[config.mk]
export PLATFORM = sky130hd
export DESIGN_NAME = regfile_wb_arbiter
export DESIGN_NICKNAME = d
export VERILOG_FILES = /design/src/rtl/regfile_pkg.sv /design/src/rtl/rr_arbiter.sv /design/src/rtl/regfile_wb_arbiter.sv
export SDC_FILE = /design/constraint.sdc
export NUM_CORES = 1
export LEC_CHECK = 0
export CORE_MARGIN = 5
export CORE_UTILIZATION = 44
export CTS_CLUSTER_DIAMETER = 150
export DETAILED_ROUTE_END_ITERATION = 10
export PLACE_DENSITY = 0.87
export SETUP_SLACK_MARGIN = 0.4
export SLEW_MARGIN = 25
export SYNTH_ARGS = -nofsm -noshare
export SYNTH_HDL_FRONTEND = slang
export SYNTH_SLANG_ARGS = --single-unit
[constraint.sdc]
create_clock -name clk_in -period 4.05 [get_ports clk_in]
set_input_delay 0.6075 -clock clk_in [delete_from_list [all_inputs] [get_ports clk_in]]
set_output_delay 0.6075 -clock clk_in [all_outputs]
set_load 0.02 [all_outputs]
[src/rtl/regfile_pkg.sv]
// Shared definitions for the main-core register block writeback path:
// bank encodings, field widths and the writeback request record.
package regfile_pkg;

   localparam int REG_IDX_W  = 5;
   localparam int BANK_SEL_W = 5;
   localparam int WB_DATA_W  = 32;

   // Encodings of bank_sel[1:0]; bit 2 of a bank select picks the upper/lower half.
   typedef enum logic [1:0] {
      BANK_GP   = 2'b00,
      BANK_SYS  = 2'b01,
      BANK_GBL  = 2'b10,
      BANK_RSVD = 2'b11
   } bank_e;

   // One writeback request as seen by the register block.
   typedef struct packed {
      logic [REG_IDX_W-1:0]  rd;
      logic [BANK_SEL_W-1:0] bank;
      logic [WB_DATA_W-1:0]  val;
   } wb_req_t;

   // True when a bank select targets the reserved encoding.
   function automatic logic is_rsvd(input logic [BANK_SEL_W-1:0] bank);
      return bank[1:0] == BANK_RSVD;
   endfunction

endpackage

[src/rtl/rr_arbiter.sv]
// Round-robin one-hot grant generator. The search starts one past ptr and
// wraps at N-1; the first requesting index wins. ptr must be below N.
module rr_arbiter #(
   parameter int N     = 3,
   parameter int PTR_W = 2
) (
   input  logic [N-1:0]     req,
   input  logic [PTR_W-1:0] ptr,
   input  logic             en,
   output logic [N-1:0]     grant,
   output logic [PTR_W-1:0] grant_idx
);

   // Walk the N candidates in priority order and keep the first requester.
   always_comb begin
      logic found;
      int   idx;
      grant     = '0;
      grant_idx = '0;
      found     = 1'b0;
      idx       = 0;
      for (int k = 1; k <= N; k++) begin
         idx = (int'(ptr) + k) % N;
         if (en && !found && req[idx]) begin
            found      = 1'b1;
            grant[idx] = 1'b1;
            grant_idx  = PTR_W'(idx);
         end
      end
   end

endmodule

[src/rtl/regfile_wb_arbiter.sv]
// Shares the register block's single writeback port between NUM_REQ
// requesters: round-robin grant, one registered output stage, read-after-write
// hazard flags and a sticky error for requests to the reserved bank.
module regfile_wb_arbiter
   import regfile_pkg::*;
#(
   parameter int NUM_REQ = 3,
   parameter int DATA_W  = WB_DATA_W,
   parameter int PTR_W   = 2
) (
   input  logic                          clk_in,
   input  logic                          reset_in,
   input  logic [NUM_REQ-1:0]            req_valid_in,
   output logic [NUM_REQ-1:0]            req_ready_out,
   input  logic [NUM_REQ*REG_IDX_W-1:0]  req_rd_in,
   input  logic [NUM_REQ*BANK_SEL_W-1:0] req_bank_in,
   input  logic [NUM_REQ*DATA_W-1:0]     req_val_in,
   input  logic                          stall_in,
   input  logic [3:0]                    bank_sel_in,
   input  logic [REG_IDX_W-1:0]          rsa_in,
   input  logic [REG_IDX_W-1:0]          rsb_in,
   output logic                          wb_out,
   output logic [REG_IDX_W-1:0]          wb_rd_out,
   output logic [DATA_W-1:0]             wb_val_out,
   output logic [BANK_SEL_W-1:0]         wb_bank_sel_out,
   output logic                          hazard_a_out,
   output logic                          hazard_b_out,
   output logic                          err_out,
   input  logic                          err_clr_in,
   output logic [PTR_W-1:0]              grant_id_out
);

   // Handshake: requester i transfers in any cycle where req_valid_in[i] and
   // req_ready_out[i] are both 1. While valid is 1 and ready is 0 the requester
   // holds rd, bank and val stable. Ready never depends on the data fields.

   wb_req_t            req [NUM_REQ];
   logic [NUM_REQ-1:0] grant;
   logic [PTR_W-1:0]   grant_idx;
   logic [PTR_W-1:0]   ptr_q;
   logic               arb_en;
   logic               handshake;
   logic               drop;
   wb_req_t            out_q;
   logic               wb_q;
   logic               err_q;
   logic               haz_a;
   logic               haz_b;
   logic               unused_bank_hi;

   // Unpack the flat request buses into per-requester records.
   always_comb begin
      for (int i = 0; i < NUM_REQ; i++) begin
         req[i].rd   = req_rd_in[i*REG_IDX_W +: REG_IDX_W];
         req[i].bank = req_bank_in[i*BANK_SEL_W +: BANK_SEL_W];
         req[i].val  = req_val_in[i*DATA_W +: DATA_W];
      end
   end

   assign arb_en = reset_in & ~stall_in;

   rr_arbiter #(
      .N     (NUM_REQ),
      .PTR_W (PTR_W)
   ) u_rr_arbiter (
      .req       (req_valid_in),
      .ptr       (ptr_q),
      .en        (arb_en),
      .grant     (grant),
      .grant_idx (grant_idx)
   );

   assign req_ready_out = grant;
   assign handshake     = |grant;
   assign drop          = is_rsvd(req[grant_idx].bank);

   // Round-robin pointer follows every completed handshake, dropped ones included.
   always_ff @(posedge clk_in) begin
      if (!reset_in)      ptr_q <= PTR_W'(NUM_REQ - 1);
      else if (handshake) ptr_q <= grant_idx;
   end

   // Output stage: one-cycle strobe per accepted write; fields hold between writes.
   always_ff @(posedge clk_in) begin
      if (!reset_in) begin
         wb_q  <= 1'b0;
         out_q <= '0;
      end else begin
         wb_q <= handshake & ~drop;
         if (handshake && !drop) out_q <= req[grant_idx];
      end
   end

   // Sticky reserved-bank error; a new drop wins over a clear in the same cycle.
   always_ff @(posedge clk_in) begin
      if (!reset_in)              err_q <= 1'b0;
      else if (handshake && drop) err_q <= 1'b1;
      else if (err_clr_in)        err_q <= 1'b0;
   end

   // Compare both read ports against the output stage and every pending request.
   always_comb begin
      haz_a = 1'b0;
      haz_b = 1'b0;
      if (bank_sel_in[1:0] != BANK_RSVD) begin
         if (wb_q && out_q.bank[1:0] == bank_sel_in[1:0]) begin
            if (out_q.rd == rsa_in) haz_a = 1'b1;
            if (out_q.rd == rsb_in) haz_b = 1'b1;
         end
         for (int i = 0; i < NUM_REQ; i++) begin
            if (req_valid_in[i] && !is_rsvd(req[i].bank) &&
                req[i].bank[1:0] == bank_sel_in[1:0]) begin
               if (req[i].rd == rsa_in) haz_a = 1'b1;
               if (req[i].rd == rsb_in) haz_b = 1'b1;
            end
         end
      end
   end

   // Upper read bank-select bits do not take part in hazard matching.
   assign unused_bank_hi = ^bank_sel_in[3:2];

   assign wb_out          = wb_q;
   assign wb_rd_out       = out_q.rd;
   assign wb_val_out      = out_q.val;
   assign wb_bank_sel_out = out_q.bank;
   assign hazard_a_out    = haz_a;
   assign hazard_b_out    = haz_b;
   assign err_out         = err_q;
   assign grant_id_out    = ptr_q;

endmodule

==> impl_metrics.py <==
metrics = {
    "outcome": {
        "status": "completed",
    },
    "routing": {
        "wl_per_cell_um": 18.9,
        "drt_first_iter_violations": 237,
        "vias": 4585,
        "drt-total-wl_um": 14500,
        "final_antenna_net_count": 0,
        "firstDrtPassIters": 4,
        "post-route-drc-count": 0,
        "via_per_inst": 5.98,
    },
    "floorplanning": {
        "core_um2": 8640,
        "fp-row-count": 34,
        "die_x_um": 104,
        "die_y_um": 104,
        "start_util_pct": 44.9,
        "io_pins": 198,
        "die_area_um2": 10800,
    },
    "yosys": {
        "synth_edf_count": 0,
        "yosysSeqAreaShare_pct": 23.8,
        "syn_area_per_cell_um2": 7.66,
        "yosys_warnings": 0,
        "synth_cells": 506,
        "synthFlopType": "dfxtp_1",
        "yosys.cell_types.count": 51,
        "async_reset_ff_share_pct": 0,
        "synth_area_um2": 3870,
        "syn-num-nets": 657,
        "synth-seq-cells": 46,
    },
    "cells_and_area": {
        "antennaDiodeCount": 0,
        "drive_gt1_share_pct": 10.6,
        "nets": 809,
        "syn_to_final_growth_pct": 49.7,
    },
    "clocking": {
        "root_buffer": "clkbuf_8",
        "clkSinkCount": 46,
        "clock_path_buffers": 2,
        "numCtsBuffers": 5,
        "cts_tree": "done",
        "clock_latency_ps": 310,
        "clkTransAtPathRegs_ps": 100,
        "htreeDepth": 2,
    },
    "worst_setup_path": {
        "crit_required_ps": 3440,
        "slowest_delay_ps": 620,
        "worstPathMaxFanout": 5,
        "path_buf_inv": 2,
        "critPathCaptureType": "output port",
        "cp.arrival_ps": 2850,
        "crit_path_start_kind": "primary input",
        "crit_path_top_delay_cell": "clkdlybuf4s50_1",
        "criticalPathCategory": "in2out",
        "cp_top_family": "buffers and inverters",
        "worstPathCellList": "clkdlybuf4s50_1 -> xor2_1 -> nor3_1 -> o21ai_0 -> nor4_1 -> nor4_1 -> a21oi_1 -> clkdlybuf4s50_1",
    },
    "sta": {
        "finalWorstPathRequiredPeriod_ps": 3450,
        "hold_viol_final": 0,
        "worst_pin_slew_ps": 849,
        "relSlewSlack_pct": 43.4,
        "setup_tns_ps": 0,
        "final-max-slew-violation-count": 0,
        "max_freq_mhz": 290,
        "fin_crit_sh_pct": 85.3,
        "rsz0062_at_grt": "false",
        "clock_skew_ps": 8.46,
        "setup_viol": 0,
    },
    "place": {
        "portBuffers": 195,
        "hpwlAfterDp_um": 10300,
        "gp_congestion": 0.926,
    },
    "power": {
        "sequentialPowerShare_pct": 29.5,
        "ir_drop_uv": 233,
        "p_int_mw": 1.33,
        "p_clk_share_pct": 12.4,
        "power.density_nw_per_um2": 401,
        "p_leak_nw": 2.14,
        "p_sw_uw": 996,
        "swShare_pct": 42.8,
        "p_total_mw": 2.33,
        "power_frac_comb_pct": 58.1,
    },
    "grt": {
        "met3_usage_pct": 9.45,
        "gr-usage-met1_pct": 27.6,
        "grt_pass1_vias": 4607,
        "grt_use_total_pct": 25.1,
        "grt_max_degree": 87,
        "antenna_found_initial": 0,
        "grt_overflow_total": 0,
        "grt_pass1_wl_um": 22800,
        "grtUsageMet2_pct": 44.0,
        "busiest_layer": "met2",
    },
    "run": {
        "max_cap_violations": 0,
    },
    "worst_hold_path": {
        "hold_path_class": "reg2reg",
    },
}
[worst min-delay path: cells and delay by family (launching register included)]
family | cells | cell delay, ps
DFF | 1 | 320
AOI/OAI and AO/OA | 1 | 50
and+or+nand+nor | 1 | 60
[routing by layer]
layer  part of all wire [%]  vias to the layer above  routed length, um
li1                       -                     2174                  -
met1                     38                     2156               5570
met2                     49                      224               7150
met3                     10                       31               1450
met4                    2.4                        0                350
met5                      0                        -                  0
[cell usage in the layout, fill, tap and decap left out, types with 6 or more instances in the layout]
| cell type | instances |
|---|---|
| nand2_1 | 48 |
| nor2_1 | 6 |
| o2111ai_1 | 41 |
| dfxtp_1 | 46 |
| clkdlybuf4s50_1 | 192 |
| o21ai_2 | 40 |
| nand3_1 | 93 |
| buf_4 | 8 |
| inv_1 | 6 |
| nand2b_1 | 6 |
| xor2_1 | 15 |
| o21ai_0 | 49 |
| xnor2_1 | 30 |
| nor4_1 | 8 |
[power by group through the flow]
stage          Clock (mW)  Combinational [mW]  Sequential, mW
2_1_floorplan           0               0.685           0.847
3_3_place_gp            0                1.33           0.685
3_5_place_dp            0                1.35           0.692
4_1_cts             0.296                1.36           0.685
5_1_grt             0.316                1.45           0.702
6_report            0.289                1.35           0.685
[cells in the mapped netlist, drive strengths merged (5+ instances only)]
master	n	area, um^2
nor3b	5	37.5
nand2b	6	37.5
inv	7	26.3
xor2	15	131
dfxtp	46	921
nor4	8	50.1
o2111ai	42	374
o21ai	92	611
xnor2	30	263
a21oi	5	25.0
nor2	6	22.5
nand3	94	475
nand2	48	180
clkbuf	34	128
buf	24	206
[worst paths after layout]
check        depth (start not counted)             from  slack, ps       endpoint
max                                  8  req_bank_in[11]        600   hazard_a_out
min                                  2    wb_val_out[5]        460  wb_val_out[5]
max reg2reg                          8  grant_id_out[0]       1130   wb_rd_out[2]
min reg2reg                          2    wb_val_out[5]        460  wb_val_out[5]
[cell families after synthesis]
family	Yosys count	synth area share [%]
compound gates	157	30.0
simple gates	185	24.1
flops	46	23.8
xor+xnor	45	10.2
fa+ha+maj	4	1.29
buf+inv	65	9.30
mux	4	1.36
[state kept, by name (all words and copies together), names as in the netlist]
signal	cells
wb_val_out	32
wb_bank_sel_out	5
wb_rd_out	5
grant_id_out	2
err_out	1
wb_out	1
[per-stage QoR]
| stage | std cells | instance area (um^2) | hold WS (ps) | util, % | setup slack (ps) |
|---|---|---|---|---|---|
| floorplan | 506 | 3870 | 537 | - | 1470 |
| global placement | 759 | 5700 | 446 | 66.0 | 555 |
| detailed placement | 759 | 5700 | 451 | 66.0 | 435 |
| CTS | 767 | 5790 | 465 | 67.1 | 406 |
| global route | 767 | 5800 | 480 | 67.2 | 423 |
| finish | 767 | 5800 | 462 | 67.2 | 597 |
[repair_timing]
item / 4_1_cts / 5_1_grt
hold buffers: 0 / 0
resized for setup: 0 / 3
setup buffers: 0 / 0
setup endpoints to repair: 0 / 3
endpoints found under the hold margin: 0 / 0
[area by class of cell]
type                            count  area [um^2]
Clock inverter                      3         21.3
Inverter                            7         26.3
Multi-Input combinational cell    395         2620
Timing Repair Buffer              203         2010
Clock buffer                        5         68.8
Fill cell                         755         2840
Tap cell                          108          135
Sequential cell                    46          921
(Power assumes the default switching activity.)
